## src/rtl/pipelined_approx_mult_pam.sv

```systemverilog
// Unsigned WxW multiplier: low x rows are approximated in pairs, high rows are exact, exact_mode bypasses the approximation.
// Latency 2, throughput 1; when z is not taken, both stages hold and in_ready drops in the same cycle.
module pipelined_approx_mult_pam #(
  parameter int W      = 8,
  parameter int L      = 6,
  parameter int T_COL  = 6,
  parameter int OR_COL = 8
) (
  input  logic            clk,
  input  logic            rst,
  input  logic            in_valid,
  output logic            in_ready,
  input  logic [W-1:0]    x,
  input  logic [W-1:0]    y,
  input  logic            exact_mode,
  output logic            out_valid,
  input  logic            out_ready,
  output logic [2*W-1:0]  z
);

  localparam int ZW = 2 * W;
  localparam int NP = L / 2;

  function automatic logic [ZW-1:0] col_mask(input int lo, input int hi);
    logic [ZW-1:0] m;
    for (int c = 0; c < ZW; c++) m[c] = (c >= lo) && (c < hi);
    return m;
  endfunction

  function automatic logic [ZW-1:0] pp_row(input logic xb, input logic [W-1:0] yv, input int sh);
    return {{W{1'b0}}, yv & {W{xb}}} << sh;
  endfunction

  localparam logic [ZW-1:0] OR_MASK = col_mask(T_COL, OR_COL);
  localparam logic [ZW-1:0] HI_MASK = col_mask(OR_COL, ZW);

  logic            adv;
  logic            s1_vld_q, s1_vld_d;
  logic [W-1:0]    x_q, x_d;
  logic [W-1:0]    y_q, y_d;
  logic            mode_q, mode_d;
  logic [ZW-1:0]   hi_prod_q, hi_prod_d;
  logic [ZW-1:0]   pair_sum_q [NP];
  logic [ZW-1:0]   pair_sum_d [NP];
  logic [ZW-1:0]   pair_sum_c [NP];
  logic [ZW-1:0]   row_a [NP];
  logic [ZW-1:0]   row_b [NP];
  logic            out_valid_q, out_valid_d;
  logic [ZW-1:0]   z_q, z_d;
  logic [ZW-1:0]   approx_sum;
  logic [ZW-1:0]   exact_prod;

  // Columns below T_COL vanish, the middle band keeps one bit per column, the top band adds both rows.
  always_comb begin
    for (int k = 0; k < NP; k++) begin
      row_a[k]      = pp_row(x[2*k], y, 2*k);
      row_b[k]      = pp_row(x[2*k+1], y, 2*k+1);
      pair_sum_c[k] = ((row_a[k] | row_b[k]) & OR_MASK)
                    + (row_a[k] & HI_MASK)
                    + (row_b[k] & HI_MASK);
    end
  end

  always_comb begin
    adv        = !out_valid_q || out_ready;
    s1_vld_d   = s1_vld_q;
    x_d        = x_q;
    y_d        = y_q;
    mode_d     = mode_q;
    hi_prod_d  = hi_prod_q;
    pair_sum_d = pair_sum_q;
    if (adv) begin
      s1_vld_d   = in_valid;
      x_d        = x;
      y_d        = y;
      mode_d     = exact_mode;
      hi_prod_d  = (ZW'(x[W-1:L]) * ZW'(y)) << L;
      pair_sum_d = pair_sum_c;
    end
  end

  always_comb begin
    approx_sum = hi_prod_q;
    for (int k = 0; k < NP; k++) approx_sum = approx_sum + pair_sum_q[k];
    exact_prod  = ZW'(x_q) * ZW'(y_q);
    out_valid_d = out_valid_q;
    z_d         = z_q;
    if (adv) begin
      out_valid_d = s1_vld_q;
      // z only moves when a real item arrives, so a bubble leaves the last product visible.
      if (s1_vld_q) z_d = mode_q ? exact_prod : approx_sum;
    end
  end

  always_ff @(posedge clk) begin
    if (rst) begin
      s1_vld_q    <= 1'b0;
      out_valid_q <= 1'b0;
      z_q         <= '0;
    end else begin
      s1_vld_q    <= s1_vld_d;
      out_valid_q <= out_valid_d;
      z_q         <= z_d;
    end
  end

  always_ff @(posedge clk) begin
    x_q        <= x_d;
    y_q        <= y_d;
    mode_q     <= mode_d;
    hi_prod_q  <= hi_prod_d;
    pair_sum_q <= pair_sum_d;
  end

  assign in_ready  = adv;
  assign out_valid = out_valid_q;
  assign z         = z_q;

endmodule
```

## config.mk

```make
export PLATFORM = sky130hd
export DESIGN_NAME = pipelined_approx_mult_pam
export DESIGN_NICKNAME = d
export VERILOG_FILES = /design/src/rtl/pipelined_approx_mult_pam.sv
export SDC_FILE = /design/constraint.sdc
export NUM_CORES = 1
export LEC_CHECK = 0
export BUFFER_PORTS_ARGS = -buffer_cell sky130_fd_sc_hd__buf_4
export CORE_ASPECT_RATIO = 0.9
export CORE_MARGIN = 2
export CORE_UTILIZATION = 55
export DETAILED_ROUTE_END_ITERATION = 12
export HOLD_SLACK_MARGIN = 0.12
export MAX_ROUTING_LAYER = met4
export PLACE_DENSITY = 0.74
export REMOVE_ABC_BUFFERS = 1
export SYNTH_ARGS = -nofsm -noshare
export SYNTH_HDL_FRONTEND = slang
export SYNTH_SLANG_ARGS = --single-unit
export TNS_END_PERCENT = 20
```

## constraint.sdc

```tcl
create_clock -name clk -period 12.8 [get_ports clk]
set_clock_uncertainty 0.2 [all_clocks]
set_input_delay 1.28 -clock clk [delete_from_list [all_inputs] [get_ports clk]]
set_output_delay 1.28 -clock clk [all_outputs]
set_load 0.01 [all_outputs]
```

=== After elaboration in Yosys (flattened, before gate mapping) ===
Index checks and enable logic that the tools add are counted.

* Add/sub/neg operators: 8
* Multiply operators: 2
* Muxes and demuxes: 1
* Bitwise gates (word level): 9
* Reductions and logical operators: 3

{| class="wikitable"
|+ Operators with widths
! kind !! number
|-
| 16-bit adder || 3
|-
| 8-bit AND || 6
|-
| 8-bit bitwise OR || 3
|-
| 8-bit by 8-bit multiplier with 16-bit output || 1
|-
| 16-bit two-way mux || 1
|-
| 13-bit by 13-bit adder with 14-bit output || 1
|-
| 8-bit by 12-bit adder with 13-bit output || 1
|-
| 11-bit by 11-bit adder with 12-bit output || 1
|-
| 8-bit by 10-bit adder with 11-bit output || 1
|-
| 8-bit by 9-bit adder with 10-bit output || 1
|-
| 2-bit by 8-bit multiplier with 10-bit output || 1
|-
| 2-bit AND reduction || 1
|-
| 1-bit zero test || 1
|-
| 1-bit logical OR || 1
|}

* Register bits after elaboration: 93
* Output and inout bits: 18

=== Logic depth before layout (Yosys ltp) ===
* Depth after elaboration: 4
* Depth in mapped cells: 16

=== Least setup slack after synthesis ===
No wires, ideal clock.

* Kind: reg2reg
* Start: register x_q[2]
* End: register z_q[12], in the netlist z[12]
* Library setup time: 78 ps
* Arrival time: 3911 ps
* Required time: 12522 ps
* Path slack: 8611 ps
* Cell stages (with the launch flop): 14
* Buffers on the path: 0
* Path through: edfxtp_1 -> and2_1 -> fa_1 -> fa_1 -> fa_1 -> inv_1 -> fa_1 -> inv_1 -> ha_1 -> and3_1 -> a311oi_2 -> xnor2_1 -> a21oi_1 -> nor3_1

* Word-level cells in the longest chain between the ends: 2

{| class="wikitable"
|+ RTL lines
! item !! line !! source
|-
| start: declaration || 39 || <nowiki>logic [W-1:0] x_q, x_d;</nowiki>
|-
| start signal: assignment || 108 || <nowiki>x_q <= x_d;</nowiki>
|-
| 8-bit by 8-bit multiplier with 16-bit output || 85 || <nowiki>exact_prod = ZW'(x_q) * ZW'(y_q);</nowiki>
|-
| 16-bit two-way mux || 91 || <nowiki>if (s1_vld_q) z_d = mode_q ? exact_prod : approx_sum;</nowiki>
|-
| end signal: assignment || 103 || <nowiki>z_q <= z_d;</nowiki>
|-
| end: declaration || 49 || <nowiki>logic [ZW-1:0] z_q, z_d;</nowiki>
|}

Every way passes these cells.
A chain may end at the register's enable or synchronous reset.

=== Final worst setup path ===
* Start: register x_q[2]
* End: register z_q[13], in the netlist z[13]

Same word-level chain as after synthesis.

==> flow_summary.ini <==
[run_status]
outcome = finished, final reports clean

[final_layout]
final_cell_mix = and2_1, inv_1, ha_1
fill_cells = 801
antenna_cells = 0
final_common_cell = and2_1
nets = 712
layout-drive-gt1-share = 0.1186
areaGrowthSynthToFinish_pct = 11.37

[critical_path]
worstPathRequired_ns = 12.78
crit_path_end = z[13]$_SDFFE_PP0P_
cp.arrival_ns = 4.52
critPathKind = reg -> reg
r2r_end = z[13]$_SDFFE_PP0P_
rrSetupSlack_ns = 8.25
startpoint_type = register
critPathMaxFanout = 8
end_kind = register
cp-startpoint = x_q[2]$_DFFE_PN_
rr_startpoint = x_q[2]$_DFFE_PN_
reg2regPathDepth = 13

[sta]
hold_viol_final = 0
setup_tns_ns = 0
period_minus_slack_ns = 4.547
fin_crit_sh = 0.3552
grt_setup_unrepaired = false
drv_slew = 0
worstMarginPinSlew_ns = 0.8176
fmax_mhz = 219.9
hold_ws_ns = 0.2532
setup_viol = 0
slew_headroom = 0.4549

[routing]
drt_iter0_drc = 206
vias_per_cell = 5.518
postRouteAntennaNets = 0
vias = 3907
drc = 0
avgRoutedWirePerCell_um = 16.13
firstDrtPassIters = 4
wirelength_mm = 11.42

[grt]
grt_pass1_vias = 3976
antenna_found_initial = 0
gr-usage-all-layers = 0.2362
grt_start_max_net_pins = 50
grt_overflow_total = 0
grt_pass1_wl_mm = 19.01

[flow_run]
max-cap-violations = 0

[placement]
routabilityCongestion = 0.8340
hpwl_mm = 9.122
portBuffers = 38

[cts]
ctsRootBufferMaster = clkbuf_8
holdBufCountCts = 0
h-tree-depth = 3
cts_tree = done
cts_sinks = 62
clock_latency_ns = 0.34
cts_setup_buffers = 0
clk_pin_slew_worst_paths_ns = 0.08
cts_resized = 0
cts_buffers = 9
cts_buffer_depth = 2

[power_and_ir_drop]
power_density_nw_per_um2 = 157.8
p_total_w = 0.0009714
peakVddDrop_v = 0.00007225
p_leak_nw = 2.911

[die]
die_h_um = 99.10
core_area_um2 = 9742
ios = 39
die_x_um = 109.7
num_rows = 34
initial_core_util = 0.5673
die-area_um2 = 10870

[synth]
ys_seq_elements = 62
yosysSeqAreaShare = 0.3043
synthCells = 536
yosysWarnings = 0
syn_area_um2 = 5527
async_flop_share = 0
avgSynthCellArea_um2 = 10.31
ys.flop_type = edfxtp_1
synth-edff-count = 44
yosysUniqueCellTypes = 48

[min_path]
hp-class = reg -> reg
-- metal layers --
layer | GRT usage | vias to the layer above | wire length (µm)
met4 | 0.06719 | 0 | 229
met2 | 0.3680 | 101 | 5332
li1 | - | 1894 | -
met3 | 0.04063 | 22 | 507
met1 | 0.3202 | 1890 | 5351
met5 | - | - | 0
-- critical path, cell delays in order, from the launching register on --
cell and delay [ns]:
edfxtp_1 0.52, and2_1 0.24, fa_1 0.52, fa_1 0.52, fa_1 0.54, inv_1 0.06
fa_1 0.53, inv_1 0.04, ha_1 0.23, a21oi_1 0.27, o21ai_1 0.17, a41oi_1 0.27
xor2_1 0.17, a31oi_1 0.09
-- power by group --
group	switching [W]	internal (W)
clock	0.0000798	0.000110
sequential	0.0000174	0.000237
combinational	0.000298	0.000229
total	0.000395	0.000576
-- cell families after synthesis --
group / share of synthesized area
compound gates: 0.1093
flops: 0.3043
mux: 0.009056
buf+inv: 0.05298
xor+xnor: 0.03962
fa+ha+maj: 0.3233
simple gates: 0.1614
-- through the flow --
step | instances | util | area [µm²] | worst slack (ns)
3_3_place_gp | 692 | 0.6092 | 5934 | 8.326
3_5_place_dp | 692 | 0.6092 | 5934 | 8.273
2_1_floorplan | 527 | - | 5482 | 8.597
5_1_grt | 708 | 0.6318 | 6155 | 7.931
6_report | 708 | 0.6318 | 6155 | 8.253
4_1_cts | 708 | 0.6318 | 6155 | 8.244
-- state kept, by name (all words and copies together), names as in the netlist --
signal	count
y_q	8
hi_prod_q	10
x_q	8
s1_vld_q	1
pair_sum_q	17
mode_q	1
out_valid	1
z	16
-- cell usage after synthesis (9+ instances only) --
master | count | area, µm²
nor2_1 | 27 | 101.4
a21oi_1 | 26 | 130.1
inv_1 | 66 | 247.7
fa_1 | 48 | 960.9
xnor2_1 | 19 | 166.4
nor3_1 | 11 | 55.05
o21ai_1 | 9 | 45.04
ha_1 | 66 | 825.8
edfxtp_1 | 44 | 1321
dfxtp_1 | 18 | 360.4
nand2_1 | 35 | 131.4
and2_1 | 76 | 475.5
-- worst min path at each step --
stage / start / endpoint / slack, ns / cells past startpoint
global route: z[1]$_SDFFE_PP0P_ / z[1]$_SDFFE_PP0P_ / 0.29 / 2
global placement: z[3]$_SDFFE_PP0P_ / z[3]$_SDFFE_PP0P_ / 0.24 / 2
finish: z[5]$_SDFFE_PP0P_ / z[5]$_SDFFE_PP0P_ / 0.25 / 2
floorplan: s1_vld_q$_SDFFE_PP0N_ / out_valid$_SDFFE_PP0N_ / 0.24 / 2
CTS: z[5]$_SDFFE_PP0P_ / z[5]$_SDFFE_PP0P_ / 0.25 / 2
detailed placement: z[5]$_SDFFE_PP0P_ / z[5]$_SDFFE_PP0P_ / 0.25 / 2
-- layout make-up --
class | instances | area, µm² | share of cell area
well taps | 126 | 157.7 | 0.02561
repair buffers | 39 | 292.8 | 0.04757
inverters | 66 | 247.7 | 0.04025
clock buffers | 9 | 123.9 | 0.02013
flip-flops and latches | 62 | 1682 | 0.2732
clock inverters | 7 | 96.34 | 0.01565
multi-input cells | 399 | 3555 | 0.5776
(Power assumes the default switching activity.)
